[config.mk]
export PLATFORM = sky130hd
export DESIGN_NAME = bank_responder_flat
export DESIGN_NICKNAME = d
export VERILOG_FILES = /design/src/rtl/bank_responder_pkg.sv /design/src/rtl/bank_responder_if.sv /design/src/rtl/bank_resp_fifo.sv /design/src/rtl/bank_responder.sv /design/src/flat_wrapper.sv
export SDC_FILE = /design/constraint.sdc
export NUM_CORES = 1
export LEC_CHECK = 0
export BUFFER_PORTS_ARGS = -buffer_cell sky130_fd_sc_hd__buf_2
export CELL_PAD_IN_SITES_DETAIL_PLACEMENT = 0
export CELL_PAD_IN_SITES_GLOBAL_PLACEMENT = 2
export CORE_AREA = 2 2 167 120
export CTS_BUF_LIST = sky130_fd_sc_hd__clkbuf_4 sky130_fd_sc_hd__clkbuf_8
export CTS_CLUSTER_DIAMETER = 50
export DETAILED_ROUTE_END_ITERATION = 10
export DIE_AREA = 0 0 169 122
export GPL_ROUTABILITY_DRIVEN = 0
export PLACE_DENSITY_LB_ADDON = 0.1
export SLEW_MARGIN = 25
export SYNTH_ARGS = -nofsm -noshare
export SYNTH_HDL_FRONTEND = slang
export SYNTH_HIERARCHICAL = 1
export SYNTH_SLANG_ARGS = --single-unit
[constraint.sdc]
create_clock -name clk_i -period 3.6 [get_ports clk_i]
set_clock_uncertainty 0.2 [all_clocks]
set_input_delay 0.36 -clock clk_i [delete_from_list [all_inputs] [get_ports clk_i]]
set_output_delay 0.36 -clock clk_i [all_outputs]
set_load 0.005 [all_outputs]
[src/rtl/bank_responder_pkg.sv]
// bank_responder_pkg: shared widths, payload/response layouts and width helpers
package bank_responder_pkg;
   localparam int NUM_IN = 4;
   localparam int ADDR_W = 10;
   localparam int DATA_W = 32;
   function automatic int ini_w(input int n);
      return (n > 1) ? $clog2(n) : 1;
   endfunction
   function automatic int be_w(input int dw);
      return dw / 8;
   endfunction
   function automatic int req_w(input int aw, input int dw);
      return 1 + dw / 8 + aw + dw;
   endfunction
   localparam int INI_W = ini_w(NUM_IN);
   typedef struct packed {
      logic                wen;
      logic [DATA_W/8-1:0] be;
      logic [ADDR_W-1:0]   addr;
      logic [DATA_W-1:0]   wdata;
   } req_payload_t;
   typedef struct packed {
      logic [INI_W-1:0]  ini_addr;
      logic [DATA_W-1:0] rdata;
   } resp_entry_t;
endpackage

[src/rtl/bank_responder_if.sv]
// bank_responder_if: crossbar target request/response port between initiator side and bank
interface bank_responder_if import bank_responder_pkg::*; #(
   parameter int IniW         = INI_W,
   parameter int ReqDataWidth = req_w(ADDR_W, DATA_W),
   parameter int DataWidth    = DATA_W
);
   logic                    req_valid_i;
   logic                    req_ready_o;
   logic [IniW-1:0]         req_ini_addr_i;
   logic [ReqDataWidth-1:0] req_wdata_i;
   logic                    resp_valid_o;
   logic                    resp_ready_i;
   logic [IniW-1:0]         resp_ini_addr_o;
   logic [DataWidth-1:0]    resp_rdata_o;
   modport master (
      output req_valid_i, req_ini_addr_i, req_wdata_i, resp_ready_i,
      input  req_ready_o, resp_valid_o, resp_ini_addr_o, resp_rdata_o
   );
   modport slave (
      input  req_valid_i, req_ini_addr_i, req_wdata_i, resp_ready_i,
      output req_ready_o, resp_valid_o, resp_ini_addr_o, resp_rdata_o
   );
endinterface

[src/rtl/bank_resp_fifo.sv]
// bank_resp_fifo: non-fall-through response buffer with async reset and full/empty/count
module bank_resp_fifo #(
   parameter int Width = 34,
   parameter int Depth = 3,
   localparam int PtrW = (Depth > 1) ? $clog2(Depth) : 1,
   localparam int CntW = $clog2(Depth + 1)
) (
   input  logic             clk_i,
   input  logic             rst_i,
   input  logic             i_push,
   input  logic [Width-1:0] i_data,
   input  logic             i_pop,
   output logic [Width-1:0] o_data,
   output logic             o_full,
   output logic             o_empty,
   output logic [CntW-1:0]  o_count
);
   logic [Width-1:0] r_mem [Depth];
   logic [PtrW-1:0]  r_wr, r_rd;
   logic [CntW-1:0]  r_cnt;
   logic             w_push, w_pop;
   function automatic logic [PtrW-1:0] inc(input logic [PtrW-1:0] p);
      return (p == PtrW'(Depth - 1)) ? '0 : p + 1'b1;
   endfunction
   assign o_full  = r_cnt == CntW'(Depth);
   assign o_empty = r_cnt == '0;
   assign o_count = r_cnt;
   assign o_data  = o_empty ? '0 : r_mem[r_rd];
   assign w_push  = i_push && !o_full;
   assign w_pop   = i_pop && !o_empty;
   always_ff @(posedge clk_i or posedge rst_i) begin
      if (rst_i) begin
         r_wr  <= '0;
         r_rd  <= '0;
         r_cnt <= '0;
         for (int i = 0; i < Depth; i++) r_mem[i] <= '0;
      end else begin
         if (w_push) begin
            r_mem[r_wr] <= i_data;
            r_wr        <= inc(r_wr);
         end
         if (w_pop) r_rd <= inc(r_rd);
         r_cnt <= r_cnt + CntW'(w_push) - CntW'(w_pop);
      end
   end
endmodule

[src/rtl/bank_responder.sv]
// bank_responder: crossbar target endpoint driving a fixed-latency SRAM bank with credit-bounded responses.
// Define BANK_RESPONDER_WRITE_RESP_EN to return a response for every write; otherwise writes are posted.
module bank_responder import bank_responder_pkg::*; #(
   parameter int NumIn      = NUM_IN,
   parameter int AddrWidth  = ADDR_W,
   parameter int DataWidth  = DATA_W,
   parameter int MemLatency = 1,
   parameter int FifoDepth  = 3,
   localparam int IniW         = ini_w(NumIn),
   localparam int BeW          = be_w(DataWidth),
   localparam int ReqDataWidth = req_w(AddrWidth, DataWidth),
   localparam int CntW         = $clog2(FifoDepth + 1)
) (
   input  logic                 clk_i,
   input  logic                 rst_i,
   bank_responder_if.slave      bus,
   output logic                 mem_req_o,
   output logic                 mem_we_o,
   output logic [BeW-1:0]       mem_be_o,
   output logic [AddrWidth-1:0] mem_addr_o,
   output logic [DataWidth-1:0] mem_wdata_o,
   input  logic [DataWidth-1:0] mem_rdata_i
);
   logic                  w_accept, w_wen, w_resp_acc, w_pop, w_push, w_full, w_empty;
   logic [CntW-1:0]       r_credit, w_count;
   logic [MemLatency-1:0] r_pv, r_pw;
   logic [IniW-1:0]       r_pt [MemLatency];
   logic [DataWidth-1:0]  w_rdata, w_head_rdata;
   logic [IniW-1:0]       w_head_ini;
   assign w_wen            = bus.req_wdata_i[ReqDataWidth-1];
   assign bus.req_ready_o  = !rst_i && (r_credit < CntW'(FifoDepth));
   assign w_accept         = bus.req_valid_i && bus.req_ready_o;
`ifdef BANK_RESPONDER_WRITE_RESP_EN
   assign w_resp_acc = w_accept;
`else
   assign w_resp_acc = w_accept && !w_wen;
`endif
   assign mem_req_o   = w_accept;
   assign mem_we_o    = w_wen;
   assign mem_be_o    = bus.req_wdata_i[DataWidth+AddrWidth +: BeW];
   assign mem_addr_o  = bus.req_wdata_i[DataWidth +: AddrWidth];
   assign mem_wdata_o = bus.req_wdata_i[DataWidth-1:0];
   assign w_pop       = bus.resp_valid_o && bus.resp_ready_i;
   // Credits cover buffered plus in-flight responses, so the FIFO can never overflow.
   always_ff @(posedge clk_i or posedge rst_i) begin
      if (rst_i) r_credit <= '0;
      else       r_credit <= r_credit + CntW'(w_resp_acc) - CntW'(w_pop);
   end
   always_ff @(posedge clk_i or posedge rst_i) begin
      if (rst_i) begin
         r_pv <= '0;
         r_pw <= '0;
         for (int i = 0; i < MemLatency; i++) r_pt[i] <= '0;
      end else begin
         r_pv[0] <= w_resp_acc;
         r_pw[0] <= w_wen;
         r_pt[0] <= bus.req_ini_addr_i;
         for (int i = 1; i < MemLatency; i++) begin
            r_pv[i] <= r_pv[i-1];
            r_pw[i] <= r_pw[i-1];
            r_pt[i] <= r_pt[i-1];
         end
      end
   end
   assign w_push  = r_pv[MemLatency-1];
   assign w_rdata = r_pw[MemLatency-1] ? '0 : mem_rdata_i;
   bank_resp_fifo #(.Width(IniW + DataWidth), .Depth(FifoDepth)) u_fifo (
      .clk_i   (clk_i),
      .rst_i   (rst_i),
      .i_push  (w_push),
      .i_data  ({r_pt[MemLatency-1], w_rdata}),
      .i_pop   (w_pop),
      .o_data  ({w_head_ini, w_head_rdata}),
      .o_full  (w_full),
      .o_empty (w_empty),
      .o_count (w_count)
   );
   assign bus.resp_valid_o    = !w_empty;
   assign bus.resp_ini_addr_o = w_head_ini;
   assign bus.resp_rdata_o    = w_head_rdata;
   a_no_overflow: assert property (@(posedge clk_i) disable iff (rst_i) !(w_push && w_full));
   a_credit_bound: assert property (@(posedge clk_i) disable iff (rst_i) r_credit >= w_count);
endmodule

[src/flat_wrapper.sv]
// flat-port wrapper written by rule: the top's interface ports become plain ports
module bank_responder_flat import bank_responder_pkg::*;
#(
   parameter int NumIn      = NUM_IN,
   parameter int AddrWidth  = ADDR_W,
   parameter int DataWidth  = DATA_W,
   parameter int MemLatency = 1,
   parameter int FifoDepth  = 3,
   localparam int IniW         = ini_w(NumIn),
   localparam int BeW          = be_w(DataWidth),
   localparam int ReqDataWidth = req_w(AddrWidth, DataWidth),
   localparam int CntW         = $clog2(FifoDepth + 1)
)
  (clk_i, rst_i, mem_req_o, mem_we_o, mem_be_o, mem_addr_o, mem_wdata_o, mem_rdata_i, bus_req_valid_i, bus_req_ini_addr_i, bus_req_wdata_i, bus_resp_ready_i, bus_req_ready_o, bus_resp_valid_o, bus_resp_ini_addr_o, bus_resp_rdata_o);
  bank_responder_if #(.DataWidth(DataWidth)) bus_i ();
  input  logic clk_i;
  input  logic rst_i;
  output logic mem_req_o;
  output logic mem_we_o;
  output logic [BeW-1:0] mem_be_o;
  output logic [AddrWidth-1:0] mem_addr_o;
  output logic [DataWidth-1:0] mem_wdata_o;
  input  logic [DataWidth-1:0] mem_rdata_i;
  input wire logic [$bits(bus_i.req_valid_i)-1:0] bus_req_valid_i;
  input wire logic [$bits(bus_i.req_ini_addr_i)-1:0] bus_req_ini_addr_i;
  input wire logic [$bits(bus_i.req_wdata_i)-1:0] bus_req_wdata_i;
  input wire logic [$bits(bus_i.resp_ready_i)-1:0] bus_resp_ready_i;
  output wire logic [$bits(bus_i.req_ready_o)-1:0] bus_req_ready_o;
  output wire logic [$bits(bus_i.resp_valid_o)-1:0] bus_resp_valid_o;
  output wire logic [$bits(bus_i.resp_ini_addr_o)-1:0] bus_resp_ini_addr_o;
  output wire logic [$bits(bus_i.resp_rdata_o)-1:0] bus_resp_rdata_o;
  assign bus_i.req_valid_i = bus_req_valid_i;
  assign bus_i.req_ini_addr_i = bus_req_ini_addr_i;
  assign bus_i.req_wdata_i = bus_req_wdata_i;
  assign bus_i.resp_ready_i = bus_resp_ready_i;
  assign bus_req_ready_o = bus_i.req_ready_o;
  assign bus_resp_valid_o = bus_i.resp_valid_o;
  assign bus_resp_ini_addr_o = bus_i.resp_ini_addr_o;
  assign bus_resp_rdata_o = bus_i.resp_rdata_o;
  bank_responder #(.NumIn(NumIn), .AddrWidth(AddrWidth), .DataWidth(DataWidth), .MemLatency(MemLatency), .FifoDepth(FifoDepth)) u_core (.clk_i(clk_i), .rst_i(rst_i), .bus(bus_i), .mem_req_o(mem_req_o), .mem_we_o(mem_we_o), .mem_be_o(mem_be_o), .mem_addr_o(mem_addr_o), .mem_wdata_o(mem_wdata_o), .mem_rdata_i(mem_rdata_i));
endmodule
Word-level counts from Yosys, hierarchy flattened
Index checks and enable logic that the tools add are counted.
{"block": "op_classes", "order_cmp": 4, "bitwise": 2, "n_eq_ne": 3, "n_reduce_logical": 12, "n_mux": 10, "add_sub_neg": 6}
{"op": "34-bit two-way mux", "count": 4}
{"op": "102-bit bitwise mux", "count": 1}
{"op": "34-bit binary-select mux with 2-bit select", "count": 1}
{"op": "34-bit demux with 2-bit select", "count": 1}
{"op": "32-bit two-way mux", "count": 1}
{"op": "1-bit logical AND", "count": 7}
{"op": "2-bit == test (second input constant)", "count": 3}
{"op": "3-bit greater-or-equal comparator (second input constant)", "count": 2}
{"op": "2-bit inverter with 3-bit output", "count": 2}
{"op": "2-bit by 1-bit adder with 2-bit output", "count": 2}
{"op": "2-bit by 1-bit adder with 2-bit output (second input constant)", "count": 2}
{"op": "1-bit zero test", "count": 4}
{"op": "2-bit two-way mux", "count": 2}
{"op": "2-bit by 1-bit subtractor with 2-bit output", "count": 2}
{"op": "3-bit by 1-bit less-than comparator with 1-bit output (second input constant)", "count": 1}
{"op": "2-bit zero test", "count": 1}
{"op": "2-bit less-than comparator (second input constant)", "count": 1}
{"block": "word_totals", "output_inout_bits": 84, "elab_cells": 47, "reg_bits": 114, "inputBits": 85}

Depth between registers and ports, before layout
{"block": "logic_depth", "depth_word": 6, "ltp_mapped": 10, "ltp_nobuf": 9}

Cells and area by module
The synthesis kept the hierarchy.
{"module": "bank_resp_fifo", "area_per_inst_um2": 5022.3, "seq_area_each_um2": 2702.6, "instances": 1, "cells_per_inst": 361}
{"module": "bank_responder", "area_per_inst_um2": 813.3, "seq_area_each_um2": 150.1, "instances": 1, "cells_per_inst": 101}

Least setup slack after synthesis
No wires, ideal clock.
{"block": "synth_timing", "path_kind": "register to register", "from": "reg u_core.u_fifo.r_cnt[1] (netlist: u_core/u_fifo/o_count[1])", "to": "reg u_core.u_fifo.r_cnt[1] (netlist: u_core/u_fifo/o_count[1])", "synth_period_minus_slack_ns": 2.417, "setup_ns": 0.125, "arrival_ns": 2.093, "setup_slack_ns": 1.183, "path_stages_with_launch": 11, "required_ns": 3.275, "cell_sequence": "dfrtp_1 > nor2_1 > clkbuf_1 > nor2b_1 > o21ai_0 > inv_1 > ha_1 > inv_1 > ha_1 > xnor2_1 > xnor2_1"}
{"block": "synth_between", "elab_chain_len": 5}
{"item": "from (decl)", "line": "bank_resp_fifo.sv:20", "rtl": "logic [CntW-1:0] r_cnt;"}
{"item": "from (signal assigned)", "line": "bank_resp_fifo.sv:43", "rtl": "r_cnt <= r_cnt + CntW'(w_push) - CntW'(w_pop);"}
{"item": "2-bit zero test", "line": "bank_resp_fifo.sv:26", "rtl": "assign o_empty = r_cnt == '0;"}
{"item": "via u_core.w_empty", "line": "bank_responder.sv:24", "rtl": "logic w_accept, w_wen, w_resp_acc, w_pop, w_push, w_full, w_empty;"}
{"item": "1-bit zero test", "line": "bank_responder.sv:78", "rtl": "assign bus.resp_valid_o = !w_empty;"}
{"item": "1-bit logical AND", "line": "bank_responder.sv:43", "rtl": "assign w_pop = bus.resp_valid_o && bus.resp_ready_i;"}
{"item": "via u_core.w_pop", "line": "bank_responder.sv:24"}
{"item": "1-bit logical AND", "line": "bank_resp_fifo.sv:30", "rtl": "assign w_pop = i_pop && !o_empty;"}
{"item": "via u_core.u_fifo.w_pop", "line": "bank_resp_fifo.sv:21", "rtl": "logic w_push, w_pop;"}
{"item": "2-bit by 1-bit subtractor with 2-bit output", "line": "bank_resp_fifo.sv:43"}
The timed path passes the listed nets, and every way through them passes these cells.
A chain may end at the register's enable or synchronous reset.

Worst setup path in the final report
{"block": "layout_timing", "from": "reg u_core.u_fifo.r_rd[1]", "to": "out bus_resp_rdata_o[21]"}
{"block": "layout_between", "elab_chain_len": 5}
{"item": "from (decl)", "line": "bank_resp_fifo.sv:19", "rtl": "logic [PtrW-1:0] r_wr, r_rd;"}
{"item": "from (signal assigned)", "line": "bank_resp_fifo.sv:42", "rtl": "if (w_pop) r_rd <= inc(r_rd);"}
{"item": "2-bit inverter with 3-bit output (not written as such)", "line": "bank_resp_fifo.sv:28", "rtl": "assign o_data = o_empty ? '0 : r_mem[r_rd];"}
{"item": "34-bit binary-select mux with 2-bit select", "line": "bank_resp_fifo.sv:28"}
{"item": "34-bit two-way mux (not written as such) (2 in series)", "line": "bank_resp_fifo.sv:28"}
{"item": "34-bit two-way mux", "line": "bank_resp_fifo.sv:28"}
{"item": "to (decl)", "line": "flat_wrapper.sv:31", "rtl": "output wire logic [$bits(bus_i.resp_rdata_o)-1:0] bus_resp_rdata_o;"}
No other way between the ends. The select of a mux whose other input is x is not followed.

==> results.md <==
- Clock root buffer: clkbuf_8
- Area of the multi-input gates: 2460 sq um
- Worst R2R End: u_core/u_fifo/r_mem[5]$_DFFE_PP0P_
- Fmax: 0.336 GHz
- Finished Core Util: 0.344
- Hold_buf cts: 5
- Gr ovfl total: 0
- Yosys synthesis warning count: 6
- Via density: 4.65
- Syn_nets: 550
- RSZ-0062 raised after global routing: no
- Worst hold stages: 3
- Worst path top cell family by delay: flip-flops
- Hold Slack: 0.173 ns
- Final net count: 585
- Total area of sequential cells: 2860 sq um
- IO Pins: 169
- Worst-margin pin slew: 0.892 ns
- Post-CTS resize count: 0
- Post-Syn Instances: 461
- Reg2reg start: u_core/u_fifo/o_count[1]$_DFF_PP0_
- Hold WC Path Type: primary input to flop
- Worst slew margin: 0.405
- Slowest CP cell: dfrtp_2
- DIE AREA: 20600 sq um
- Syn Area/Cell: 12.6 sq um
- Initial antenna violation count: 0
- Setup TNS Final: 0 ns
- WL/cell: 18.2 um
- Die X: 169 um
- Pwr/cell area: 875 nW/um^2
- DR iter-0 viols: 127
- CTS H-tree depth: 4
- Fin crit share: 0.827
- Crit path buffers/inverters: 2
- Final setup viols: 0
- Largest net degree at the start of global routing: 67
- Max FO, Critical Path: 26
- Max Cap Viol: 0
- Post-CTS setup buffer count: 0
- Run status: completed
- Drt total wl: 13700 um
- Cell Area, Synth: 5830 sq um
- Row count: 43
- Ant diodes: 0
- Clock buffer depth: 2
- P_leak: 3.19 nW
- First-pass GRT wire length: 21600 um
- CP arrival: 2.42 ns
- CTS buffer count: 17
- CP Capture Type: primary output
- PortBufs: 76
- Final ANT Viol Nets: 0
- Final min period: 2.98 ns
- Detailed Routing Iterations Pass 1: 4
- Final Hold Viols: 0
- Area delta synth->final: 13.8%
- Worst path required time: 3.04 ns
- R2R cell count: 5
- Setup WS post-layout: 0.622 ns
- R2r setup slk: 1.16 ns
- Vias in the first global route: 3758
- Total core area: 19300 sq um
- Max incr delay on CP: 0.95 ns
- Starting Density: 0.303
- CTS tree: built
- Final-layout fill cell count: 1982
- DR vias: 3517
- DP Wirelength: 8450 um
- Layout cells sized above 1: 0.462
- GRT Total Usage: 0.140
- Post-Place Setup Slack: 1.01 ns
- Crit start category: flop
- Hold wc startpoint: mem_rdata_i[24]
- Critical path class: flop to primary output
- # DRC: 0
- Die height: 122 um
- Clock Latency Late Sink: 0.43 ns
- Crit-path cells: buf_4 > mux2i_1 > a2bb2oi_1 > nor2_1 > buf_2
- Hold endpoint: u_core/u_fifo/r_mem[24]$_DFFE_PP0P_
- Slew Viols, Final: 0
- Clock transition at the registers of the reported paths: 0.07 ns
- Clock Sinks: 114
- Worst VDD drop: 0.000322 V
worst max-delay path by stage:
| stage | startpoint | endpoint | slack (ns) | cells past startpoint |
|---|---|---|---|---|
| final | u_core/u_fifo/r_rd[1]$_DFFE_PP0P_ | bus_resp_rdata_o[21] | 0.62 | 5 |
| after global routing | u_core/u_fifo/r_rd[1]$_DFFE_PP0P_ | bus_resp_rdata_o[21] | 0.44 | 5 |
| after CTS | u_core/u_fifo/r_rd[1]$_DFFE_PP0P_ | bus_resp_rdata_o[21] | 0.52 | 5 |
| after detailed placement | u_core/u_fifo/r_rd[1]$_DFFE_PP0P_ | bus_resp_rdata_o[21] | 1.01 | 5 |
| after global placement | u_core/u_fifo/r_rd[1]$_DFFE_PP0P_ | bus_resp_rdata_o[13] | 1.04 | 5 |
| after floorplan | rst_i | u_core/u_fifo/o_count[0]$_DFF_PP0_ | 0.19 | 1 |
stage by stage:
stage	instances	power [mW]	area [sq um]
6_report	756	5.80	6630
2_1_floorplan	461	3.79	5830
5_1_grt	756	6.22	6630
3_5_place_dp	719	4.52	6140
4_1_cts	756	5.91	6630
3_3_place_gp	719	4.48	6140
state kept, by name (all words and copies together) (netlist names):
register and count:
u_core/r_credit 2, u_core/r_pw 1, u_core/u_fifo/o_count 2, u_core/r_pv 1, u_core/r_pt 2, u_core/u_fifo/r_mem 102, u_core/u_fifo/r_rd 2, u_core/u_fifo/r_wr 2
placed cells by master, fill, tap and decap left out, drive strengths merged:
master and n:
a211oi 1, o21ai 2, nor2b 34, inv 10, ha 4, nor2 33
nand3 1, xnor2 4, dlygate4sd3 5, a21o 2, clkinvlp 2, a21boi 1
or3 1, a2111oi 1, a2bb2oi 32, clkinv 4, clkbuf 22, a21oi 3
mux2 103, buf 86, nor3 2, mux2i 34, bufinv 4, nand2 2
or2 2, dfrtp 114
worst min-delay path, cell delays in order:
cell and delay [ns]:
buf_2 0.07, nor2b_1 0.18, mux2_4 0.17
power by group:
group / internal [mW] / switching, mW / total [mW]
Combinational: 1.27 / 0.896 / 2.16
Sequential: 1.86 / 0.432 / 2.30
Clock: 0.820 / 0.525 / 1.35
routing by layer:
| layer | vias up | GRT usage | wire [um] |
|---|---|---|---|
| met1 | 1783 | 0.201 | 7240 |
| met3 | 34 | 0.0367 | 557 |
| li1 | 1630 | - | - |
| met4 | 0 | 0.0561 | 246 |
| met2 | 70 | 0.200 | 5690 |
| met5 | - | 0 | 0 |
area by class of cell:
type,count,area share
Multi-Input combinational cell,262,0.371
Inverter,10,0.00604
Clock buffer,22,0.0438
Tap cell,247,0.0466
Clock inverter,10,0.0234
Timing Repair Buffer,91,0.0781
Sequential cell,114,0.431
Power figures use the tool's default switching activity.
